==> src/rtl/wb_stage.sv <==
// ---------------------------------------------------------------------------
// wb_stage -- rv32i writeback stage.
//
// Takes retiring instructions from the memory stage. For a load it waits for
// data memory, then extracts the byte or halfword and sign/zero extends it.
// It drives the registered register-file write port. It stalls the memory
// stage while a load is outstanding. It pulses o_load_err when a load is
// misaligned, has an illegal funct3, or times out.
//
// Parameters:
//   ACK_TIMEOUT  max cycles spent in WAIT before a load is abandoned (1..255)
//
// Ports:
//   clk, rst                      clock, synchronous active-high reset
//   i_valid/i_rd/i_rd_en          retiring instruction and its destination
//   i_alu_result                  result of a non-load instruction
//   i_is_load/i_funct3/i_addr_lsb load type and load address bits [1:0]
//   o_stall                       upstream must hold (a load is outstanding)
//   i_dmem_ack/i_dmem_rdata       load data handshake (word aligned, LE)
//   o_w_en/o_rd/o_rd_wdata        registered register-file write port
//   o_load_err                    one-cycle error pulse
//   o_fwd_valid/o_fwd_rd/o_fwd_data  forwarding port
//
// Optional feature macro: WB_FORWARD_EN
//   When defined, the forwarding port presents the current write. When there
//   is no current write, it presents the previous cycle's write.
//   When undefined, the forwarding outputs are tied to zero.
// ---------------------------------------------------------------------------
module wb_stage #(
    parameter int unsigned ACK_TIMEOUT = 16
) (
    input  logic        clk,
    input  logic        rst,
    input  logic        i_valid,
    input  logic [4:0]  i_rd,
    input  logic        i_rd_en,
    input  logic [31:0] i_alu_result,
    input  logic        i_is_load,
    input  logic [2:0]  i_funct3,
    input  logic [1:0]  i_addr_lsb,
    output logic        o_stall,
    input  logic        i_dmem_ack,
    input  logic [31:0] i_dmem_rdata,
    output logic        o_w_en,
    output logic [4:0]  o_rd,
    output logic [31:0] o_rd_wdata,
    output logic        o_load_err,
    output logic        o_fwd_valid,
    output logic [4:0]  o_fwd_rd,
    output logic [31:0] o_fwd_data
);

    typedef enum logic {IDLE, WAIT} state_t;

    localparam logic [7:0] TMO_LAST = 8'(ACK_TIMEOUT - 1);

    state_t      state_q, state_d;
    logic [7:0]  cnt_q, cnt_d;
    logic [4:0]  ld_rd_q, ld_rd_d;
    logic        ld_rd_en_q, ld_rd_en_d;
    logic [2:0]  ld_funct3_q, ld_funct3_d;
    logic [1:0]  ld_lsb_q, ld_lsb_d;
    logic        w_en_q, w_en_d;
    logic [4:0]  rd_q, rd_d;
    logic [31:0] wdata_q, wdata_d;
    logic        err_q, err_d;

    logic        load_bad;
    logic [7:0]  byte_v;
    logic [15:0] half_v;
    logic [31:0] load_fmt;

    // Reject a load at accept time: illegal funct3, or an address that is
    // not naturally aligned for its access size.
    always_comb begin
        load_bad = 1'b0;
        case (i_funct3)
            3'b011, 3'b110, 3'b111: load_bad = 1'b1;
            3'b001, 3'b101:         load_bad = i_addr_lsb[0];
            3'b010:                 load_bad = (i_addr_lsb != 2'b00);
            default:                load_bad = 1'b0;
        endcase
    end

    // Lane extraction from the little-endian data word, then extension.
    // funct3[2] selects zero extension (LBU/LHU).
    always_comb begin
        case (ld_lsb_q)
            2'd0:    byte_v = i_dmem_rdata[7:0];
            2'd1:    byte_v = i_dmem_rdata[15:8];
            2'd2:    byte_v = i_dmem_rdata[23:16];
            default: byte_v = i_dmem_rdata[31:24];
        endcase
        half_v = ld_lsb_q[1] ? i_dmem_rdata[31:16] : i_dmem_rdata[15:0];
        case (ld_funct3_q)
            3'b000:  load_fmt = {{24{byte_v[7]}}, byte_v};
            3'b001:  load_fmt = {{16{half_v[15]}}, half_v};
            3'b100:  load_fmt = {24'd0, byte_v};
            3'b101:  load_fmt = {16'd0, half_v};
            default: load_fmt = i_dmem_rdata;
        endcase
    end

    always_comb begin
        state_d     = state_q;
        cnt_d       = cnt_q;
        ld_rd_d     = ld_rd_q;
        ld_rd_en_d  = ld_rd_en_q;
        ld_funct3_d = ld_funct3_q;
        ld_lsb_d    = ld_lsb_q;
        w_en_d      = 1'b0;
        rd_d        = rd_q;
        wdata_d     = wdata_q;
        err_d       = 1'b0;
        case (state_q)
            IDLE: begin
                // Stall is low in IDLE, so i_valid alone means accept.
                // A stray ack arriving here is dropped.
                if (i_valid) begin
                    if (!i_is_load) begin
                        w_en_d  = i_rd_en && (i_rd != 5'd0);
                        rd_d    = i_rd;
                        wdata_d = i_alu_result;
                    end else if (load_bad) begin
                        err_d = 1'b1;
                    end else begin
                        ld_rd_d     = i_rd;
                        ld_rd_en_d  = i_rd_en;
                        ld_funct3_d = i_funct3;
                        ld_lsb_d    = i_addr_lsb;
                        cnt_d       = 8'd0;
                        state_d     = WAIT;
                    end
                end
            end
            WAIT: begin
                // Ack is checked first, so an ack on the expiry cycle
                // completes the load.
                if (i_dmem_ack) begin
                    w_en_d  = ld_rd_en_q && (ld_rd_q != 5'd0);
                    rd_d    = ld_rd_q;
                    wdata_d = load_fmt;
                    state_d = IDLE;
                end else if (cnt_q == TMO_LAST) begin
                    err_d   = 1'b1;
                    state_d = IDLE;
                end else begin
                    cnt_d = cnt_q + 8'd1;
                end
            end
        endcase
    end

    always_ff @(posedge clk) begin
        if (rst) begin
            state_q     <= IDLE;
            cnt_q       <= 8'd0;
            ld_rd_q     <= 5'd0;
            ld_rd_en_q  <= 1'b0;
            ld_funct3_q <= 3'd0;
            ld_lsb_q    <= 2'd0;
            w_en_q      <= 1'b0;
            rd_q        <= 5'd0;
            wdata_q     <= 32'd0;
            err_q       <= 1'b0;
        end else begin
            state_q     <= state_d;
            cnt_q       <= cnt_d;
            ld_rd_q     <= ld_rd_d;
            ld_rd_en_q  <= ld_rd_en_d;
            ld_funct3_q <= ld_funct3_d;
            ld_lsb_q    <= ld_lsb_d;
            w_en_q      <= w_en_d;
            rd_q        <= rd_d;
            wdata_q     <= wdata_d;
            err_q       <= err_d;
        end
    end

    assign o_stall    = (state_q == WAIT);
    assign o_w_en     = w_en_q;
    assign o_rd       = rd_q;
    assign o_rd_wdata = wdata_q;
    assign o_load_err = err_q;

`ifdef WB_FORWARD_EN
    // One-entry history of last cycle's write. It lets decode bypass a
    // value for one more cycle, covering reads issued while the file is
    // being written.
    logic        hist_vld_q, hist_vld_d;
    logic [4:0]  hist_rd_q, hist_rd_d;
    logic [31:0] hist_data_q, hist_data_d;

    always_comb begin
        hist_vld_d  = w_en_q;
        hist_rd_d   = rd_q;
        hist_data_d = wdata_q;
    end

    always_ff @(posedge clk) begin
        if (rst) begin
            hist_vld_q  <= 1'b0;
            hist_rd_q   <= 5'd0;
            hist_data_q <= 32'd0;
        end else begin
            hist_vld_q  <= hist_vld_d;
            hist_rd_q   <= hist_rd_d;
            hist_data_q <= hist_data_d;
        end
    end

    assign o_fwd_valid = w_en_q | hist_vld_q;
    assign o_fwd_rd    = w_en_q ? rd_q    : (hist_vld_q ? hist_rd_q   : 5'd0);
    assign o_fwd_data  = w_en_q ? wdata_q : (hist_vld_q ? hist_data_q : 32'd0);
`else
    assign o_fwd_valid = 1'b0;
    assign o_fwd_rd    = 5'd0;
    assign o_fwd_data  = 32'd0;
`endif

endmodule

==> config.mk <==
export PLATFORM = sky130hd
export DESIGN_NAME = wb_stage
export DESIGN_NICKNAME = d
export VERILOG_FILES = /design/src/rtl/wb_stage.sv
export SDC_FILE = /design/constraint.sdc
export NUM_CORES = 1
export LEC_CHECK = 0
export BUFFER_PORTS_ARGS = -buffer_cell sky130_fd_sc_hd__buf_2
export CORE_AREA = 2 2 91 93
export DETAILED_ROUTE_END_ITERATION = 8
export DIE_AREA = 0 0 93 95
export GPL_TIMING_DRIVEN = 0
export MAX_ROUTING_LAYER = met4
export PLACE_DENSITY = 0.8
export SETUP_SLACK_MARGIN = 0.05
export SYNTH_ARGS = -nofsm -noshare
export SYNTH_HDL_FRONTEND = slang
export SYNTH_SLANG_ARGS = --single-unit
==> constraint.sdc <==
create_clock -name clk -period 2.3 [get_ports clk]
set_input_delay 0.23 -clock clk [delete_from_list [all_inputs] [get_ports clk]]
set_output_delay 0.23 -clock clk [all_outputs]
set_load 0.1 [all_outputs]
# Word level (Yosys, flattened, before mapping)
# Cells that the tools add are included.
# classes
reduce_logical	12
div	0
shifts	0
bitwise	2
magnitude_cmp	0
eq_ne	19
n_mul	0
muxes	34
addsub	1
# op_table
operator	count
$pmux 32 s4	1
$mux 32	3
$pmux 32 s2	1
$mux 8	5
$pmux 8 s3	1
$mux 16	1
$pmux 8 s2	1
$eq 3x3->1 const B	5
$mux 5	3
$ne 2x2->1 const B	7
$mux 1	13
$pmux 5 s2	1
$reduce_bool 5->1	2
$add 8x1->8 const B	1
$eq 8x4->1 const B	1
$eq 3x1->1 const B	2
$eq 3x2->1 const B	2
$pmux 1 s2	3
$reduce_and 5->1	1
$reduce_and 4->1	1
$logic_not 3->1	1
$pmux 1 s3	1
$reduce_and 3->1	1
$reduce_or 3->1	1
other kinds (7)	9
# word_totals
ff_bits	59
latch_bits	0
wordCells	78
rom_bits	0
mem_count	0
ramBits	0

# Depth between registers and ports, before layout
# Gate-level depths: netlist (run 1).
# depth
word_depth	7
mapped_depth	7
depth_no_buf	5

# Least setup slack after synthesis (run 1)
# No wires, ideal clock.
# synth_timing
path_kind	register -> register
startpoint	register state_q, in the netlist o_stall
endpoint	register wdata_q[3], in the netlist o_rd_wdata[3]
setup_ns	0.091
t_arrival_ns	2.154
stages_incl_launch_ff	8
path_buffers	3
t_required_ns	2.209
slack_ns	0.055
path_cell_list	dfxtp_1 -> and2_1 -> clkbuf_1 -> or2_2 -> buf_2 -> buf_2 -> nor2_1 -> a311oi_1
# synth_via
elab_chain_len	3
elab_cells_between_ends	6
cone_classes	eq/ne (3); mux (1); bitwise (1); reduce/logical (1)
# synth_rtl
item	line	rtl
start, declared	57	state_t state_q, state_d;
start signal, assigned	167	state_q <= state_d;
$not 1->1 (no line)	n/a	
$ne 2x2->1 (no line)	n/a	
$reduce_and 3->1 (no line)	n/a	
end signal, assigned	175	wdata_q <= wdata_d;
end, declared	65	logic [31:0] wdata_q, wdata_d;
# Several ways; a longest one is shown, not always the timed one.
# A chain may end at the register's enable or synchronous reset.

# Worst setup path in the final report (run 1)
# layout_timing
startpoint	register state_q, in the netlist o_stall
endpoint	register wdata_q[30], in the netlist o_rd_wdata[30]
# Same word-level chain as after synthesis.

==> results of run 1 <==
## where the power goes
group          switching, W  internal [W]  leakage [nW]  total [W]
clock network      0.000409      0.000409        0.0860   0.000818
registers         0.0000303       0.00107         0.482    0.00110
logic              0.000844      0.000233          1.61    0.00108
total               0.00128       0.00172          2.18    0.00300
## Yosys cell counts (all sizes together) (2+ instances only)
cell type	n	area share
nand2	49	0.049
a311oi	6	0.014
and3b	3	0.0070
a211oi	6	0.012
a22oi	9	0.018
or2	2	0.0034
inv	9	0.0091
o211ai	4	0.0081
buf	52	0.097
a21oi	33	0.044
nor2b	3	0.0050
o21ai	28	0.040
mux2	8	0.024
a32o	17	0.046
a211o	2	0.0047
nand4	16	0.027
nor3	14	0.019
a221o	5	0.013
a221oi	8	0.020
nor4	4	0.0084
clkbuf	26	0.026
dfxtp	59	0.32
nor2	26	0.026
and3	3	0.0050
nand3	15	0.020
nand3b	5	0.010
or4	3	0.0060
a21o	7	0.014
mux2i	21	0.056
nand2b	7	0.012
## worst max-delay path: cells and delay by family, from the launching register on
family / cells / cell delay [ns]
AOI/OAI and AO/OA: 1 / 0.24
buffers and inverters: 2 / 0.76
DFF: 1 / 0.40
and+or+nand+nor: 3 / 0.66
## logic make-up after synthesis
logic type / Yosys count / share of synthesized area
fa+ha+maj: 1 / 0.00335
flops: 59 / 0.317
compound gates: 131 / 0.252
buf+inv: 88 / 0.134
simple gates: 154 / 0.206
other cells: 1 / 0.00101
mux: 30 / 0.0876
## flip-flops by register name (all words and copies together), names as in the netlist
register     count
ld_rd_q          5
o_stall          1
ld_lsb_q         2
o_load_err       1
ld_rd_en_q       1
o_rd             5
cnt_q            8
o_w_en           1
o_rd_wdata      32
ld_funct3_q      3
## cell usage in the layout, fill, tap and decap left out, types with 3 or more instances in the layout
cell type  Yosys  final
nor3_1        14     14
a21oi_1       33     33
a221o_1        5      5
conb_1         1     38
clkbuf_1      26     28
o21ai_0       24     24
and3b_1        3      3
a32o_1        17     17
nor2b_1        3      3
a21o_1         7      7
mux2i_1       21     21
clkbuf_8       0     10
nand3b_1       5      5
clkinv_2       0      3
nand4_1       16     16
buf_2         11    130
and3_1         3      3
nand2b_1       7      7
nand2_1       49     49
nor2_1        26     26
inv_1          9      9
a211oi_1       6      6
a311oi_1       6      6
o211ai_1       4      4
dfxtp_1       59     59
buf_4         41     41
or4_1          3      3
a22oi_1        9      9
nand3_1       15     15
mux2_2         8      8
a221oi_1       7      7
nor4_1         3      3
## worst max path at each step
stage                             from                     endpoint  slack (ns)  cells past startpoint
finish              o_stall$_SDFF_PP0_  o_rd_wdata[30]$_SDFFE_PP0P_        0.13                      6
CTS                 o_stall$_SDFF_PP0_  o_rd_wdata[30]$_SDFFE_PP0P_        0.24                      6
detailed placement  o_stall$_SDFF_PP0_  o_rd_wdata[30]$_SDFFE_PP0P_        0.25                      6
global placement    o_stall$_SDFF_PP0_  o_rd_wdata[30]$_SDFFE_PP0P_        0.27                      6
floorplan           o_stall$_SDFF_PP0_   o_rd_wdata[3]$_SDFFE_PP0P_        0.06                      7
global route        o_stall$_SDFF_PP0_  o_rd_wdata[14]$_SDFFE_PP0P_        0.06                      6
## metal layers
metal | share of wire | up-vias | global-route usage | wire length (um)
met1 | 0.38 | 1960 | 0.315 | 4560
li1 | - | 1974 | - | -
met3 | 0.096 | 46 | 0.0487 | 1160
met2 | 0.49 | 258 | 0.455 | 5860
met5 | 0 | - | - | 0
met4 | 0.035 | 0 | 0.147 | 418
## final cells by class
| cell class | count | share of cell area |
|---|---|---|
| Timing Repair Buffer | 119 | 0.125 |
| Clock inverter | 3 | 0.00316 |
| Tap cell | 105 | 0.0276 |
| Sequential cell | 59 | 0.248 |
| Buffer | 78 | 0.0968 |
| Clock buffer | 12 | 0.0305 |
| Antenna cell | 1 | 0.000526 |
| Multi-Input combinational cell | 354 | 0.460 |
| Inverter | 10 | 0.00789 |
## metrics by stage
step | cells | util | worst slack (ns) | hold slack, ns
finish | 741 | 0.600 | 0.134 | 0.133
global route | 741 | 0.600 | 0.0609 | 0.152
CTS | 740 | 0.600 | 0.236 | 0.127
detailed placement | 725 | 0.580 | 0.253 | 0.459
global placement | 725 | 0.580 | 0.271 | 0.455
floorplan | 501 | - | 0.0550 | 0.374
==> results.cfg, run 1 <==
[clock_tree]
ctsResizeCount = 0
cts_hold_buf = 0
cts_sinks = 59
clock_path_buffers = 2
clk_latency_ns = 0.35
cts_tree = built
numCtsBuffers = 9
clkTransAtPathRegs_ns = 0.07
clock_tree.root_cell = clkbuf_8
h-tree-depth = 3
post-cts-setup-buffers = 0

[hold_path]
min_path_type = in2reg
hold_path_end = ld_rd_en_q$_SDFFE_PP0P_
hold_path_startpoint = i_rd_en
min_delay_path_depth = 3

[critical_path]
crit_path_frequent_cell = clkbuf_1
start_kind = flop
worstPathMaxFanout = 10
critPathRequiredTime_ns = 2.54
cp-end-kind = flop
path_cells = and2_1 -> clkbuf_1 -> nor2_1 -> clkbuf_1 -> nor3_1 -> a32o_1
r2r_start = o_stall$_SDFF_PP0_
crit_type = reg2reg
reg2reg_depth = 6
r2r-end = o_rd_wdata[30]$_SDFFE_PP0P_
crit_slowest_cell = clkbuf_1
slowest_delay_ns = 0.58
rrSetupSlack_ns = 0.13
cp.arrival_ns = 2.41

[floorplanning]
fp.dieW_um = 93
rows = 33
dieArea_mm2 = 0.00884
ioPinCount = 158
initial_core_util = 0.470
die_y_um = 95
core_mm2 = 0.00793

[power_and_ir_drop]
p_leak_nw = 2.18
p_per_area_mw_per_mm2 = 630
report.power.total_w = 0.00300
peakVddDrop_v = 0.000411

[logic_synthesis]
synthCells = 464
synth_flop_cell = dfxtp_1
netlist_area_mm2 = 0.00373
yosys_warnings = 0
synth_edf_count = 0
seq_area_frac_synth = 0.317
synth_cell_type_count = 49
syn_avg_cell_area_um2 = 8.04
async_reset_ff_frac = 0
ys_ff_latch = 59

[sta]
finalCritPeriodShare = 0.942
tns_ns = 0
rsz0062_at_grt = false
fmax_mhz = 462
hold_viol = 0
period_minus_slack_ns = 2.17
setup_viol = 0
tightestPinTransition_ns = 0.690
skew_ns = 0.00829
slew_viol_final = 0
worst_slew_margin_rel = 0.540

[placement]
place_hpwl_um = 9060
port_buffers = 119
dpl_cell_area_mm2 = 0.00460
place_congestion = 1.00

[final_layout]
n_fill_cell = 741
layout-drive-gt1-share = 0.315
area_growth_pct = 27.6
nNetsFinal = 712
seqCellArea_mm2 = 0.00118
multi_input_area_mm2 = 0.00219
final_area_mm2 = 0.00476

[run]
drv_cap = 0

[global_route]
grt_antenna_before_repair = 1
grt_max_degree = 11
grt_pass1_wl_um = 18500
grt_usage = 0.273
grt_pass1_vias = 3940
grt_overflow_total = 0

[route]
drtAntennaViolNets = 0
drt_first_pass_iters = 5
vias = 4238
viasPerCell = 5.72
drt_iter0_drc = 397
drc_errors = 0
wl_per_cell_um = 16.2
drt_wl_total_um = 12000

[run_status]
status = completed
Note: power is estimated with default switching activity, not from simulation.
==> inputs of run 2 (changes only) <==
--- a/config.mk
+++ b/config.mk
@@ -12,6 +12,7 @@
 export GPL_TIMING_DRIVEN = 0
 export MAX_ROUTING_LAYER = met4
 export PLACE_DENSITY = 0.8
+export REMOVE_ABC_BUFFERS = 1
 export SETUP_SLACK_MARGIN = 0.05
 export SYNTH_ARGS = -nofsm -noshare
 export SYNTH_HDL_FRONTEND = slang
==> results.cfg, run 2 (synthesis gave the netlist of run 1 again) <==
[sta]
hold_viol = 0
finalCritPeriodShare = 0.927
tightestPinTransition_ns = 1.22
hold_ws_ns = 0.151
slew_viol_final = 0
tns_ns = 0
skew_ns = 0.00792
worst_slew_margin_rel = 0.181
setup_viol = 0
fmax_mhz = 469
period_minus_slack_ns = 2.13
rsz0062_at_grt = false

[global_route]
grt_pass1_wl_um = 17200
grt_pass1_vias = 3618
grt_usage = 0.252
grt_antenna_before_repair = 0
grt_overflow_total = 0
grt_max_degree = 49

[route]
drc_errors = 0
drtAntennaViolNets = 0
drt_first_pass_iters = 5
wl_per_cell_um = 16.5
viasPerCell = 5.80
vias = 3838
drt_iter0_drc = 269
drt_wl_total_um = 10900

[final_layout]
n_fill_cell = 779
antenna_cells = 0
area_growth_pct = 17.0
nNetsFinal = 635
layout-drive-gt1-share = 0.278
layout_commonest_cell = buf_2
final_cell_mix = buf_2 (119), dfxtp_1 (56), nand2_1 (49)
post-route-util = 0.550
largest_reg_flops = 32

[power_and_ir_drop]
clkPwrFrac = 0.305
p_per_area_mw_per_mm2 = 692
swShare = 0.415
comb_power_share = 0.327
peakVddDrop_v = 0.000297
netSwitchingPower_w = 0.00125
p_seq_frac = 0.368
p_leak_nw = 1.91
internal_power_w = 0.00176

[clock_tree]
clock_path_buffers = 2
cts_tree = built
post-cts-setup-buffers = 0
cts_sinks = 59
h-tree-depth = 3
clock_tree.root_cell = clkbuf_8
clkTransAtPathRegs_ns = 0.07
clk_latency_ns = 0.34
numCtsBuffers = 9

[floorplanning]
core_mm2 = 0.00793
ioPinCount = 158
die_y_um = 95
initial_core_util = 0.470
dieArea_mm2 = 0.00884
rows = 33
fp.dieW_um = 93

[critical_path]
crit_slowest_cell = dfxtp_4
path_delay_family = compound AO/OA/AOI/OAI gates
start_kind = flop
worstPathMaxFanout = 44
cp-end-kind = flop
critPathRequiredTime_ns = 2.52
path_cells = and3b_1 -> o21ai_2 -> a21boi_0 -> mux2i_1
crit_type = reg2reg
worst-path-buf-inv = 0
cp.arrival_ns = 2.35
slowest_delay_ns = 0.70

[placement]
port_buffers = 119
place_congestion = 0.845
place_hpwl_um = 7450

[run]
drv_cap = 0

[hold_path]
min_path_type = in2reg

[run_status]
status = completed
## run 2: power groups by stage
stage	sequential, W	combinational (W)	clock (W)
floorplan	0.00145	0.000456	0
global placement	0.00113	0.000964	0
CTS	0.00111	0.000981	0.000941
detailed placement	0.00114	0.000978	0
global route	0.00112	0.00103	0.000987
finish	0.00111	0.000987	0.000920
## run 2: timing repair
item | 4_1_cts | 5_1_grt
hold buffers | 0 | 0
gates resized for setup | 6 | 3
setup endpoints to repair | 46 | 20
## run 2: final timing paths
path | cells after the start | slack (ns) | start | endpoint
max | 4 | 0.17 | o_stall$_SDFF_PP0_ | cnt_q[2]$_SDFFE_PP0P_
min | 3 | 0.15 | i_rd_en | ld_rd_en_q$_SDFFE_PP0P_
max reg2reg | 4 | 0.17 | o_stall$_SDFF_PP0_ | cnt_q[2]$_SDFFE_PP0P_
min reg2reg | 2 | 0.47 | o_rd_wdata[14]$_SDFFE_PP0P_ | o_rd_wdata[14]$_SDFFE_PP0P_
## run 2: per-layer routing
metal  vias to the layer above  track usage  wire length [um]
met2                       198        0.412              5240
met4                         0        0.112               306
met5                         -            -                 0
met1                      1793        0.304              4560
li1                       1818            -                 -
met3                        29       0.0495               845
## run 2: stage by stage
step	worst slack (ns)	instance area, um^2	std cells	power [W]
detailed placement	-0.558	4160	648	0.00211
CTS	0.0815	4360	662	0.00304
floorplan	-1.74	3410	423	0.00191
global placement	-2.36	4140	647	0.00210
global route	0.0704	4360	662	0.00314
finish	0.169	4360	662	0.00302
## run 2: area by class of cell
type | instances | area, um^2 | share of cell area
multi-input cells | 354 | 2200 | 0.505
flip-flops and latches | 59 | 1190 | 0.273
repair buffers | 120 | 616 | 0.141
clock buffers | 11 | 141 | 0.0324
well taps | 105 | 131 | 0.0301
clock inverters | 3 | 40.0 | 0.00918
inverters | 10 | 37.5 | 0.00860
## run 2: worst register-to-register path: stages, from the launching register on
cell and delay [ns]:
dfxtp_4 0.70, and3b_1 0.35, o21ai_2 0.50, a21boi_0 0.28, mux2i_1 0.19
